<file path="src/rtl/cache_pkg.sv">
// Shared definitions for the 2-way set-associative cache, its memory model and benches.
// Request words are laid out MSB first as {mode, index, tag, data}, where mode 1 means write.
package cache_pkg;

  typedef enum logic [2:0] {
    IDLE,
    LOOKUP,
    WRITEBACK,
    REFILL,
    INSTALL,
    RESPOND
  } cache_state_e;

  localparam int DEF_INDEX_W = 2;
  localparam int DEF_TAG_W   = 8;
  localparam int DEF_DATA_W  = 8;
  localparam int REQ_MODE_W  = 1;

  function automatic int req_width(input int index_w, input int tag_w, input int data_w);
    return REQ_MODE_W + index_w + tag_w + data_w;
  endfunction

endpackage

</file>
<file path="src/rtl/cache_way_array.sv">
// Storage for one cache way: valid/dirty flags (reset) plus tag/data words (not reset).
// A single index serves both the combinational read and the clocked write.
module cache_way_array #(
  parameter int INDEX_W = 2,
  parameter int TAG_W   = 8,
  parameter int DATA_W  = 8
) (
  input  logic              clk_i,
  input  logic              rst_ni,
  input  logic [INDEX_W-1:0] index_i,
  input  logic              we_i,
  input  logic [TAG_W-1:0]  wr_tag_i,
  input  logic [DATA_W-1:0] wr_data_i,
  input  logic              wr_dirty_i,
  output logic              valid_o,
  output logic              dirty_o,
  output logic [TAG_W-1:0]  tag_o,
  output logic [DATA_W-1:0] data_o
);

  localparam int SETS = 2**INDEX_W;

  logic [SETS-1:0]   valid_q;
  logic [SETS-1:0]   dirty_q;
  logic [TAG_W-1:0]  tag_q  [SETS];
  logic [DATA_W-1:0] data_q [SETS];

  always_ff @(posedge clk_i or negedge rst_ni) begin
    if (!rst_ni) begin
      valid_q <= '0;
      dirty_q <= '0;
    end else if (we_i) begin
      valid_q[index_i] <= 1'b1;
      dirty_q[index_i] <= wr_dirty_i;
    end
  end

  always_ff @(posedge clk_i) begin
    if (we_i) begin
      tag_q[index_i]  <= wr_tag_i;
      data_q[index_i] <= wr_data_i;
    end
  end

  assign valid_o = valid_q[index_i];
  assign dirty_o = dirty_q[index_i];
  assign tag_o   = tag_q[index_i];
  assign data_o  = data_q[index_i];

endmodule

</file>
<file path="src/rtl/set_assoc_cache.sv">
// 2-way set-associative write-back, write-allocate cache with per-set true LRU,
// a req/ack backing-store port and saturating hit/miss counters.
module set_assoc_cache
  import cache_pkg::*;
#(
  parameter int INDEX_W = 2,
  parameter int TAG_W   = 8,
  parameter int DATA_W  = 8,
  parameter int STAT_W  = 16,
  localparam int ADDR_W = TAG_W + INDEX_W
) (
  input  logic              clock,
  input  logic              reset_n,
  input  logic              req_valid,
  output logic              req_ready,
  input  logic              req_we,
  input  logic [INDEX_W-1:0] req_index,
  input  logic [TAG_W-1:0]  req_tag,
  input  logic [DATA_W-1:0] req_wdata,
  output logic              resp_valid,
  output logic              resp_hit,
  output logic [DATA_W-1:0] resp_rdata,
  output logic              mem_req,
  output logic              mem_we,
  output logic [ADDR_W-1:0] mem_addr,
  output logic [DATA_W-1:0] mem_wdata,
  input  logic [DATA_W-1:0] mem_rdata,
  input  logic              mem_ack,
  output logic [STAT_W-1:0] hit_count,
  output logic [STAT_W-1:0] miss_count
);

  localparam int SETS = 2**INDEX_W;

  cache_state_e state_q, state_d;

  logic               we_q;
  logic [INDEX_W-1:0] index_q;
  logic [TAG_W-1:0]   tag_q;
  logic [DATA_W-1:0]  wdata_q;
  logic [DATA_W-1:0]  rdata_q;
  logic               hit_q;
  logic               victim_q;
  logic [SETS-1:0]    lru_q;
  logic [STAT_W-1:0]  hit_count_q;
  logic [STAT_W-1:0]  miss_count_q;

  logic [1:0]         way_valid, way_dirty, way_we;
  logic [TAG_W-1:0]   way_tag  [2];
  logic [DATA_W-1:0]  way_data [2];
  logic [DATA_W-1:0]  wr_data;
  logic               wr_dirty;

  logic               hit0, hit1, lookup_hit, hit_way, victim_sel;

  for (genvar w = 0; w < 2; w++) begin : g_way
    cache_way_array #(
      .INDEX_W (INDEX_W),
      .TAG_W   (TAG_W),
      .DATA_W  (DATA_W)
    ) u_way (
      .clk_i      (clock),
      .rst_ni     (reset_n),
      .index_i    (index_q),
      .we_i       (way_we[w]),
      .wr_tag_i   (tag_q),
      .wr_data_i  (wr_data),
      .wr_dirty_i (wr_dirty),
      .valid_o    (way_valid[w]),
      .dirty_o    (way_dirty[w]),
      .tag_o      (way_tag[w]),
      .data_o     (way_data[w])
    );
  end

  assign hit0       = way_valid[0] && (way_tag[0] == tag_q);
  assign hit1       = way_valid[1] && (way_tag[1] == tag_q);
  assign lookup_hit = hit0 || hit1;
  assign hit_way    = hit1;
  // An empty way is always filled first; lru_q names the least recently used way.
  assign victim_sel = !way_valid[0] ? 1'b0 : (!way_valid[1] ? 1'b1 : lru_q[index_q]);

  always_ff @(posedge clock or negedge reset_n) begin
    if (!reset_n) state_q <= IDLE;
    else          state_q <= state_d;
  end

  always_comb begin
    state_d = state_q;
    case (state_q)
      IDLE:      if (req_valid) state_d = LOOKUP;
      LOOKUP: begin
        if (lookup_hit)                                       state_d = RESPOND;
        else if (way_valid[victim_sel] && way_dirty[victim_sel]) state_d = WRITEBACK;
        else if (we_q)                                        state_d = INSTALL;
        else                                                  state_d = REFILL;
      end
      WRITEBACK: if (mem_ack) state_d = we_q ? INSTALL : REFILL;
      REFILL:    if (mem_ack) state_d = INSTALL;
      INSTALL:   state_d = RESPOND;
      RESPOND:   state_d = IDLE;
      default:   state_d = IDLE;
    endcase
  end

  always_comb begin
    req_ready  = (state_q == IDLE);
    resp_valid = (state_q == RESPOND);
    resp_hit   = (state_q == RESPOND) && hit_q;
    mem_req    = 1'b0;
    mem_we     = 1'b0;
    mem_addr   = '0;
    mem_wdata  = '0;
    way_we     = 2'b00;
    wr_data    = wdata_q;
    wr_dirty   = 1'b0;
    case (state_q)
      LOOKUP: begin
        if (lookup_hit && we_q) begin
          way_we[hit_way] = 1'b1;
          wr_dirty        = 1'b1;
        end
      end
      WRITEBACK: begin
        mem_req   = 1'b1;
        mem_we    = 1'b1;
        mem_addr  = {way_tag[victim_q], index_q};
        mem_wdata = way_data[victim_q];
      end
      REFILL: begin
        mem_req  = 1'b1;
        mem_addr = {tag_q, index_q};
      end
      INSTALL: begin
        way_we[victim_q] = 1'b1;
        wr_data          = we_q ? wdata_q : rdata_q;
        wr_dirty         = we_q;
      end
      default: ;
    endcase
  end

  // Request latch, response data, LRU and statistics; rdata_q doubles as the refill buffer.
  always_ff @(posedge clock or negedge reset_n) begin
    if (!reset_n) begin
      we_q         <= 1'b0;
      index_q      <= '0;
      tag_q        <= '0;
      wdata_q      <= '0;
      rdata_q      <= '0;
      hit_q        <= 1'b0;
      victim_q     <= 1'b0;
      lru_q        <= '0;
      hit_count_q  <= '0;
      miss_count_q <= '0;
    end else begin
      case (state_q)
        IDLE: begin
          if (req_valid) begin
            we_q    <= req_we;
            index_q <= req_index;
            tag_q   <= req_tag;
            wdata_q <= req_wdata;
          end
        end
        LOOKUP: begin
          hit_q <= lookup_hit;
          if (lookup_hit) begin
            lru_q[index_q] <= ~hit_way;
            rdata_q        <= we_q ? wdata_q : way_data[hit_way];
            if (hit_count_q != '1) hit_count_q <= hit_count_q + STAT_W'(1);
          end else begin
            victim_q <= victim_sel;
            if (miss_count_q != '1) miss_count_q <= miss_count_q + STAT_W'(1);
          end
        end
        REFILL:  if (mem_ack) rdata_q <= mem_rdata;
        INSTALL: begin
          lru_q[index_q] <= ~victim_q;
          if (we_q) rdata_q <= wdata_q;
        end
        default: ;
      endcase
    end
  end

  assign resp_rdata = rdata_q;
  assign hit_count  = hit_count_q;
  assign miss_count = miss_count_q;

endmodule

</file>
<file path="config.mk">
export PLATFORM = sky130hd
export DESIGN_NAME = set_assoc_cache
export DESIGN_NICKNAME = d
export VERILOG_FILES = /design/src/rtl/cache_pkg.sv /design/src/rtl/cache_way_array.sv /design/src/rtl/set_assoc_cache.sv
export SDC_FILE = /design/constraint.sdc
export NUM_CORES = 1
export LEC_CHECK = 0
export CAP_MARGIN = 20
export CORE_ASPECT_RATIO = 2
export CORE_MARGIN = 4
export CORE_UTILIZATION = 57
export DETAILED_ROUTE_END_ITERATION = 8
export GPL_TIMING_DRIVEN = 0
export PLACE_DENSITY_LB_ADDON = 0.15
export SLEW_MARGIN = 20
export SYNTH_ARGS = -nofsm -noshare
export SYNTH_HDL_FRONTEND = slang
export SYNTH_SLANG_ARGS = --single-unit
</file>
<file path="constraint.sdc">
create_clock -name clock -period 4.6 [get_ports clock]
set_input_delay 0.92 -clock clock [delete_from_list [all_inputs] [get_ports clock]]
set_output_delay 0.92 -clock clock [all_outputs]
set_load 0.02 [all_outputs]
</file>
==> out/results.ini, run 1 <==
[grt]
track_usage_pct = 24.08
grt_max_degree = 50
grt_pass1_wl_um = 34840
grt-ovfl-total = 0
antenna_found_initial = 0
grt_pass1_vias = 6469

[power]
p_switching_w = 0.002498
switching_share_pct = 35.26
leakage_nw = 4.220
comb_power_share_pct = 38.0
power_density_mw_per_mm2 = 622.7
p_clk_share_pct = 22.4
seqPwrFrac_pct = 39.6
vdd_drop_max_mv = 0.3660
intPower_w = 0.004585

[placement]
dp.cells = 934
gp_congestion = 0.8837
numPortBuffers = 93
pre_cts_slack_ps = 296.9
place_hpwl_um = 16510

[yosys]
synth.distinct_cells = 55
yosys.cell_count.top_type = edfxtp_1
yosysTopAreaCell = edfxtp_1
async_reset_ff_share_pct = 39.62
synth_area_leaders = edfxtp_1, dfrtp_1, mux2_2
synth.avg_cell_area_sq_um = 14.97
synth_edf_count = 128
synthTopCellsByCount = edfxtp_1, dfrtp_1, nand2_1, mux2_2, nor2_1
syn-num-nets = 660
syn-instance-count = 627
synth_flop_cell = edfxtp_1
syn-cell-area_sq_mm = 0.009388
ys_warn_count = 0
netlist.area_leader.share_pct = 40.94
ys_seq_elements = 212
seq_area_frac_synth_pct = 63.33

[routing]
wl_per_cell_um = 23.02
antenna_left = 0
via_per_inst = 6.022
drc_errors = 0
via_count = 5847
drt-total-wl_um = 22350
wl_met1_um = 7562
drtPass1Iterations = 5
routed.top_layer = met4
wl_met3_um = 1033
drt_iter0_drc = 291
met2WireLength_um = 12760

[timing]
rsz0062_at_grt = no
worst_slack_ps = 261.9
maxSlewHeadroom_pct = 42.11
final_hold_viol_count = 0
worst_pin_slew_ps = 865.2
clock.fmax_mhz = 230.5
skew_ps = 14.71
period_share_pct = 94.31
drv_slew = 0
fin_crit_ps = 4338
setup_viol_count_final = 0

[clock_tree]
root_buffer = clkbuf_16
cts_hold_buf = 0
clock_path_buffers = 3
cts_resized = 3
htree_levels = 1
clk_latency_ps = 490
cts_made_buffers = 20
tritoncts = yes
cts_setup_buffers = 0
cts_sinks = 212
cts.clk_slew.worst_paths_ps = 70

[cells_and_area]
postLayoutCoreUtil_pct = 70.28
final_layout_size_suffix_gt1_share_pct = 19.04
syn_to_final_growth_pct = 21.17
stdcell_count = 971
nets = 786
antenna_cells = 0
nFillCells = 1154

[floorplan]
core-area_sq_mm = 0.01619
die_h_um = 189.5
row_count = 66
die_area_sq_mm = 0.01871
start_util_pct = 58.00
io_pins = 94
die_w_um = 98.75

[worst_setup_path]
startpoint = index_q[0]$_DFFE_PN0P_
crit_fanout = 10
startpoint_type = flop
ff2ff_path_depth = 9
endpoint = mem_wdata[0]
regToRegEndpoint = g_way[0].u_way.tag_q[0][1]$_DFFE_PP_
end_kind = output pin
worstPathRequired_ps = 3680
rrSetupSlack_ps = 500
crit_arrival_ps = 3420
reg2reg_from = index_q[1]$_DFFE_PN0P_
critical_path_class = reg -> out

[run_status]
status = complete, no violations

[job]
drv_cap = 0

[worst_hold_path]
worst_hold_path_type = in -> async

==> worst max-delay path, cell delays in order, from the launching register on <==
cell and delay (ps):
dfrtp_1 340, buf_6 170, buf_8 170, buf_2 350, clkdlybuf4s15_2 520, mux4_2 570
nand2_1 80, a21oi_1 110, clkdlybuf4s50_1 580
==> area by class of cell <==
type	instances	area (sq um)	area share, %
Clock buffer	26	544.3	4.785
Tap cell	204	255.2	2.244
Buffer	26	135.1	1.188
Timing Repair Buffer	105	1066	9.372
Inverter	14	52.55	0.4620
Clock inverter	10	82.58	0.7260
Sequential cell	212	5946	52.27
Multi-Input combinational cell	374	3293	28.95
==> power by group through the flow <==
stage          Combinational (W)  Sequential (W)  Clock [W]
3_3_place_gp             0.00256         0.00281          0
5_1_grt                  0.00286         0.00286    0.00170
4_1_cts                  0.00269         0.00281    0.00161
6_report                 0.00269         0.00281    0.00159
2_1_floorplan            0.00173         0.00282          0
3_5_place_dp             0.00267         0.00284          0
==> cell families (layout without fill, tap and decap cells) <==
family	Yosys count	in the layout	share of synthesized area, %
adder cells (fa/ha/maj)	2	2	0.2665
multiplexers	83	83	15.06
AND/OR/NAND/NOR	174	174	9.610
flip-flops	212	212	63.33
AO/OA/AOI/OAI	69	69	5.491
buffers and inverters	41	181	1.946
XOR/XNOR	46	46	4.292
==> routing by layer <==
metal	vias to the layer above	GRT usage, %
li1	2610	-
met1	2948	25.53
met2	223	45.70
met3	66	3.282
met4	0	11.52
met5	-	0
==> through the flow <==
stage               TNS (ps)  power (W)  hold WS [ps]  cell area (sq um)
floorplan                  0   0.004554         430.0               9388
global placement      -59020   0.005365         442.8              10570
finish                     0   0.007083         395.8              11370
global route               0   0.007419         425.7              11370
CTS                        0   0.007106         394.7              11350
detailed placement         0   0.005516         449.5              10720
==> sequential cells by signal, summed over array words and instances, names as in the netlist <==
| name | flops |
|---|---|
| g_way.u_way.data_q | 64 |
| g_way.u_way.tag_q | 64 |
| hit_count | 16 |
| miss_count | 16 |
| g_way.u_way.dirty_q | 8 |
| g_way.u_way.valid_q | 8 |
| resp_rdata | 8 |
| tag_q | 8 |
| wdata_q | 8 |
| lru_q | 4 |
| state_q | 3 |
| index_q | 2 |
| hit_q | 1 |
| victim_q | 1 |
| we_q | 1 |
==> how the worst min path moves through the flow <==
stage                                          startpoint                                    end  slack (ps)  cells after the start
floorplan           g_way[0].u_way.valid_q[1]$_DFFE_PN0P_  g_way[0].u_way.valid_q[1]$_DFFE_PN0P_         430                      1
global placement    g_way[1].u_way.valid_q[1]$_DFFE_PN0P_  g_way[1].u_way.valid_q[1]$_DFFE_PN0P_         440                      1
detailed placement  g_way[1].u_way.valid_q[1]$_DFFE_PN0P_  g_way[1].u_way.valid_q[1]$_DFFE_PN0P_         450                      1
CTS                                               reset_n              hit_count[15]$_DFFE_PN0P_         390                      1
global route                                      reset_n              hit_count[14]$_DFFE_PN0P_         430                      1
finish                                            reset_n              hit_count[15]$_DFFE_PN0P_         400                      1
==> layout by cell type, fill, tap and decap left out, types with 8 or more instances in the layout <==
cell	synthesis	routed
clkdlybuf4s50_1	0	92
nand3_1	18	18
nand2_1	57	57
dfrtp_1	84	84
mux4_2	20	20
xnor2_1	33	33
clkbuf_16	0	21
clkbuf_1	17	21
and2_1	9	9
a21oi_1	30	30
mux4_1	17	17
a221oi_1	8	8
mux2_2	44	44
or2_2	9	9
xor2_1	13	13
nor2_1	35	35
inv_1	13	13
o2bb2ai_1	8	8
edfxtp_1	128	128
Note: power is estimated with default switching activity, not from simulation.
==> run 2, diff against run 1 <==
--- a/config.mk
+++ b/config.mk
@@ -6,9 +6,11 @@
 export NUM_CORES = 1
 export LEC_CHECK = 0
 export CAP_MARGIN = 20
+export CELL_PAD_IN_SITES_DETAIL_PLACEMENT = 0
+export CELL_PAD_IN_SITES_GLOBAL_PLACEMENT = 1
 export CORE_ASPECT_RATIO = 2
 export CORE_MARGIN = 4
-export CORE_UTILIZATION = 57
+export CORE_UTILIZATION = 48
 export DETAILED_ROUTE_END_ITERATION = 8
 export GPL_TIMING_DRIVEN = 0
 export PLACE_DENSITY_LB_ADDON = 0.15
==> out/results.ini, run 2 (same netlist as run 1, synthesis figures left out) <==
[floorplan]
core-area_sq_mm = 0.01928
start_util_pct = 48.70
die_area_sq_mm = 0.02200
die_h_um = 205.8
io_pins = 94
row_count = 72
die_w_um = 106.9

[clock_tree]
htree_levels = 1
tritoncts = yes
cts_hold_buf = 0
clk_latency_ps = 490
root_buffer = clkbuf_16
cts_setup_buffers = 0
cts.clk_slew.worst_paths_ps = 70
cts_sinks = 212
cts_made_buffers = 20
clock_path_buffers = 3

[power]
p_clk_share_pct = 23.4
power_density_mw_per_mm2 = 624.8
leakage_nw = 4.239
switching_share_pct = 35.13
intPower_w = 0.004639
seqPwrFrac_pct = 39.3
p_switching_w = 0.002513
vdd_drop_max_mv = 0.4474
comb_power_share_pct = 37.4

[placement]
dp.cells = 988
place_hpwl_um = 16390
place_area_sq_mm = 0.01077
gp_congestion = 0.8239
numPortBuffers = 93

[cells_and_area]
stdcell_count = 1024
reg_top3 = g_way.u_way.data_q: 64 flops, g_way.u_way.tag_q: 64 flops
final_common_cell = edfxtp_1
antenna_cells = 0
nFillCells = 1565
postLayoutCoreUtil_pct = 59.38
final_cell_mix = edfxtp_1, clkdlybuf4s50_1, dfrtp_1, nand2_1, mux2_2
ff_latch_area_sq_mm = 0.005946
final_layout_size_suffix_gt1_share_pct = 19.61
final_area_sq_mm = 0.01145
nets = 784
multiInputGateArea_sq_mm = 0.003303
syn_to_final_growth_pct = 21.94

[timing]
maxSlewHeadroom_pct = 39.10
clock.fmax_mhz = 228.1
final_hold_viol_count = 0
drv_slew = 0
setup_viol_count_final = 0
skew_ps = 12.52
whs_ps = 400.0
worst_pin_slew_ps = 910.1
period_share_pct = 95.30
rsz0062_at_grt = no
fin_crit_ps = 4384

[routing]
drtPass1Iterations = 4
drt_iter0_drc = 300
antenna_left = 0
wl_per_cell_um = 22.09
via_per_inst = 5.601
drt-total-wl_um = 22620
via_count = 5735
drc_errors = 0

[grt]
antenna_found_initial = 0
grt_pass1_vias = 6207
track_usage_pct = 21.13
grt-ovfl-total = 0
grt_pass1_wl_um = 35250
grt_max_degree = 49

[job]
drv_cap = 0

[worst_setup_path]
crit_arrival_ps = 3460
end_kind = output pin
critical_path_class = reg -> out
startpoint_type = flop
crit_fanout = 10
worstPathRequired_ps = 3680

[run_status]
status = complete, no violations

[worst_hold_path]
worst_hold_path_type = in -> async

run 2: cell count changes in the layout (fill, tap and decap cells not counted), moves of 2 or more:
cell and change:
buf_6 -5, buf_4 +5, clkinvlp_4 -2, clkinv_1 -3
clkbuf_1 -2, clkinv_2 +5
run 2: path summary, 6_finish.rpt:
kind                                                               to  slack (ps)  depth (start not counted)                                   from
worst max-delay path                                     mem_wdata[6]         220                          8                 index_q[0]$_DFFE_PN0P_
min in group clock              g_way[0].u_way.valid_q[0]$_DFFE_PN0P_         470                          1  g_way[0].u_way.valid_q[0]$_DFFE_PN0P_
worst max register to register  g_way[0].u_way.data_q[0][1]$_DFFE_PP_         580                          9                 index_q[1]$_DFFE_PN0P_
worst min-delay path                        hit_count[11]$_DFFE_PN0P_         400                          1                                reset_n
worst min register to register  g_way[0].u_way.valid_q[0]$_DFFE_PN0P_         470                          1  g_way[0].u_way.valid_q[0]$_DFFE_PN0P_
max in group asynchronous                        tag_q[1]$_DFFE_PN0P_        3560                          2                                reset_n
run 2: area by class of cell:
type                    count  share of cell area, %
clock buffers              24                  4.689
flip-flops and latches    212                  51.94
multi-input cells         374                  28.86
well taps                 259                  2.831
inverters                  14                 0.4591
plain buffers              26                  1.180
clock inverters            12                  1.071
repair buffers            103                  8.974
run 2: layer usage:
| layer | global-route usage [%] | part of all wire [%] |
|---|---|---|
| met5 | 0 | 0 |
| met4 | 7.682 | 3.4 |
| met3 | 3.171 | 4.7 |
| met2 | 40.67 | 57 |
| met1 | 23.01 | 35 |
run 2: critical path, stage by stage, from the launching register on:
cell	delay (ps)
dfrtp_1	350
buf_6	180
buf_8	180
buf_2	360
clkbuf_1	540
mux4_2	600
nand2_1	90
a21oi_1	70
clkdlybuf4s50_1	590
run 2: stage by stage:
step	worst slack, ps	TNS, ps	power, W
after CTS	124.4	0	0.007227
after global routing	36.62	0	0.007527
after floorplan	921.5	0	0.004554
final	216.0	0	0.007152
after global placement	-885.9	-76040	0.005401
after detailed placement	280.9	0	0.005530
run 2: what timing repair did:
item / 4_1_cts / 5_1_grt
setup endpoints to repair: 8 / 0
gates resized for setup: 3 / 0
hold endpoints to repair: 0 / 0
run 2: power groups by stage:
| stage | Sequential (W) | Combinational, W | Clock (W) |
|---|---|---|---|
| after floorplan | 0.00282 | 0.00173 | 0 |
| after global placement | 0.00281 | 0.00259 | 0 |
| after detailed placement | 0.00285 | 0.00268 | 0 |
| after CTS | 0.00281 | 0.00270 | 0.00172 |
| after global routing | 0.00285 | 0.00288 | 0.00179 |
| final | 0.00281 | 0.00267 | 0.00167 |
==> run 3, diff against run 2 <==
--- a/config.mk
+++ b/config.mk
@@ -10,11 +10,13 @@
 export CELL_PAD_IN_SITES_GLOBAL_PLACEMENT = 1
 export CORE_ASPECT_RATIO = 2
 export CORE_MARGIN = 4
-export CORE_UTILIZATION = 48
+export CORE_UTILIZATION = 35
 export DETAILED_ROUTE_END_ITERATION = 8
+export GPL_ROUTABILITY_DRIVEN = 0
 export GPL_TIMING_DRIVEN = 0
 export PLACE_DENSITY_LB_ADDON = 0.15
 export SLEW_MARGIN = 20
 export SYNTH_ARGS = -nofsm -noshare
 export SYNTH_HDL_FRONTEND = slang
+export SYNTH_HIERARCHICAL = 1
 export SYNTH_SLANG_ARGS = --single-unit
==> out/results.ini, run 3 <==
[power]
leakage_nw = 4.415
power_density_mw_per_mm2 = 621.1
p_total_w = 0.007261
vdd_drop_max_mv = 0.2646

[cells_and_area]
syn_to_final_growth_pct = 21.81
final_layout_size_suffix_gt1_share_pct = 20.18
reg_top3 = g_way.u_way/data_q: 64 flops, g_way.u_way/tag_q: 64 flops
final_area_sq_mm = 0.01169
nets = 791
postLayoutCoreUtil_pct = 43.28
antenna_cells = 0
final_cell_mix = edfxtp_1, clkdlybuf4s50_1, dfrtp_1, nand2_1, nor2_1
final_common_cell = edfxtp_1
nFillCells = 2525

[routing]
drt-total-wl_um = 24830
drtPass1Iterations = 4
drc_errors = 0
drt_iter0_drc = 319
antenna_left = 0
via_count = 5847
via_per_inst = 5.216
wl_per_cell_um = 22.15

[timing]
drv_slew = 0
clock.fmax_mhz = 234.9
setup_viol_count_final = 0
skew_ps = 19.89
worst_pin_slew_ps = 916.5
period_share_pct = 92.55
maxSlewHeadroom_pct = 38.63
rsz0062_at_grt = no
fin_crit_ps = 4257
whs_ps = 277.1
final_hold_viol_count = 0

[yosys]
ys_warn_count = 6
synth_edf_count = 128
synth.avg_cell_area_sq_um = 15.02
yosysTopAreaCell = edfxtp_1
netlist.area_leader.share_pct = 40.05
synth_flop_cell = edfxtp_1
syn-num-nets = 672
syn-instance-count = 639
synthTopCellsByCount = edfxtp_1, dfrtp_1, nand2_1, nor2_1, mux4_2
seq_area_frac_synth_pct = 61.95
yosys.cell_count.top_type = edfxtp_1
ys_seq_elements = 212
synth_area_leaders = edfxtp_1, dfrtp_1, mux4_2
syn-cell-area_sq_mm = 0.009598
async_reset_ff_share_pct = 39.62
synth.distinct_cells = 63

[worst_setup_path]
crit_fanout = 14
endpoint = g_way[0].u_way/data_q[0][7]$_DFFE_PP_
rrSetupSlack_ps = 340
reg2reg_from = index_q[1]$_DFFE_PN0P_
critical_path_class = reg -> reg
end_kind = flop
startpoint = index_q[1]$_DFFE_PN0P_
critPathSlowestCell = nor3b_4
max_stage_delay_ps = 720
crit_top_cell = buf_4
ff2ff_path_depth = 10
worstPathRequired_ps = 4810
crit_arrival_ps = 4470
crit_chain = buf_4 -> buf_4 -> mux4_2 -> xor2_1 -> nor4_2 -> nand4_2 -> nor3_1 -> a21o_1 -> nor3b_4 -> buf_6
regToRegEndpoint = g_way[0].u_way/data_q[0][7]$_DFFE_PP_
startpoint_type = flop

[floorplan]
start_util_pct = 35.53
core-area_sq_mm = 0.02701
io_pins = 94
die_area_sq_mm = 0.03030
die_w_um = 125.1
row_count = 85
die_h_um = 242.2

[placement]
place_hpwl_um = 17710
place_area_sq_mm = 0.01103
numPortBuffers = 93

[clock_tree]
cts_setup_buffers = 0
tritoncts = yes
cts_resized = 0
cts_made_buffers = 21
htree_levels = 1
cts_hold_buf = 0
clock_path_buffers = 3
cts_sinks = 212
cts.clk_slew.worst_paths_ps = 60
root_buffer = clkbuf_16
clk_latency_ps = 520

[grt]
grt_pass1_wl_um = 38540
grt_busiest_layer = met2
grt-ovfl-total = 0
grt_max_degree = 60
antenna_found_initial = 0
grt_pass1_vias = 6365
grtUsageMet2_pct = 31.46
grtUsageMet3_pct = 2.405
grt_use_met1_pct = 18.31
track_usage_pct = 16.49

[job]
drv_cap = 0

[worst_hold_path]
worst_hold_path_type = in -> async

[run_status]
status = complete, no violations

==> run 3: cell families (layout without fill, tap and decap cells) <==
family	Yosys count	in the layout	synth area share, %
flip-flops	212	212	61.95
buffers and inverters	43	177	2.477
adder cells (fa/ha/maj)	2	2	0.2607
XOR/XNOR	46	46	4.198
multiplexers	105	105	16.40
AND/OR/NAND/NOR	171	171	10.62
AO/OA/AOI/OAI	60	60	4.093
==> run 3: cell type report <==
| type | instances | area [sq um] | share of cell area, % |
|---|---|---|---|
| clock buffer | 27 | 578.1 | 4.944 |
| multi-input combinational | 384 | 3427 | 29.31 |
| timing repair buffer | 96 | 982.2 | 8.401 |
| buffer | 29 | 185.2 | 1.584 |
| inverter | 14 | 52.55 | 0.4495 |
| clock inverter | 11 | 85.08 | 0.7277 |
| tap | 348 | 435.4 | 3.724 |
| sequential | 212 | 5946 | 50.86 |
==> run 3: power breakdown <==
| group | internal, W | switching [W] |
|---|---|---|
| registers | 0.00251 | 0.000341 |
| clock network | 0.000947 | 0.000733 |
| logic | 0.00123 | 0.00150 |
==> run 3: through the flow <==
| step | setup WS [ps] | TNS (ps) | instances |
|---|---|---|---|
| after floorplan | 836.0 | 0 | 639 |
| after global placement | -819.3 | -76050 | 1080 |
| after detailed placement | 228.2 | 0 | 1083 |
| after CTS | 235.7 | 0 | 1121 |
| after global routing | 40.97 | 0 | 1121 |
| final | 342.8 | 0 | 1121 |
==> run 3: worst min-delay path by stage <==
stage	start	end	slack [ps]	depth (start not counted)
finish	reset_n	hit_count[3]$_DFFE_PN0P_	280	1
global placement	g_way[1].u_way/valid_q[3]$_DFFE_PN0P_	g_way[1].u_way/valid_q[3]$_DFFE_PN0P_	440	1
detailed placement	g_way[1].u_way/valid_q[3]$_DFFE_PN0P_	g_way[1].u_way/valid_q[3]$_DFFE_PN0P_	450	1
global route	reset_n	hit_count[0]$_DFFE_PN0P_	280	1
floorplan	g_way[0].u_way/valid_q[3]$_DFFE_PN0P_	g_way[0].u_way/valid_q[3]$_DFFE_PN0P_	430	1
CTS	reset_n	hit_count[3]$_DFFE_PN0P_	270	1
==> run 3: worst max-delay path, delay by kind of cell (launching register included) <==
family / cells / cell delay (ps)
AO/OA/AOI/OAI: 1 / 290
XOR/XNOR: 1 / 170
flip-flops: 1 / 670
AND/OR/NAND/NOR: 4 / 1550
buffers and inverters: 3 / 880
multiplexers: 1 / 380
==> run 3: routing by layer <==
layer	vias up	share of wire [%]
li1	2670	-
met1	2973	37
met2	159	55
met3	45	4.0
met4	0	3.3
met5	-	0
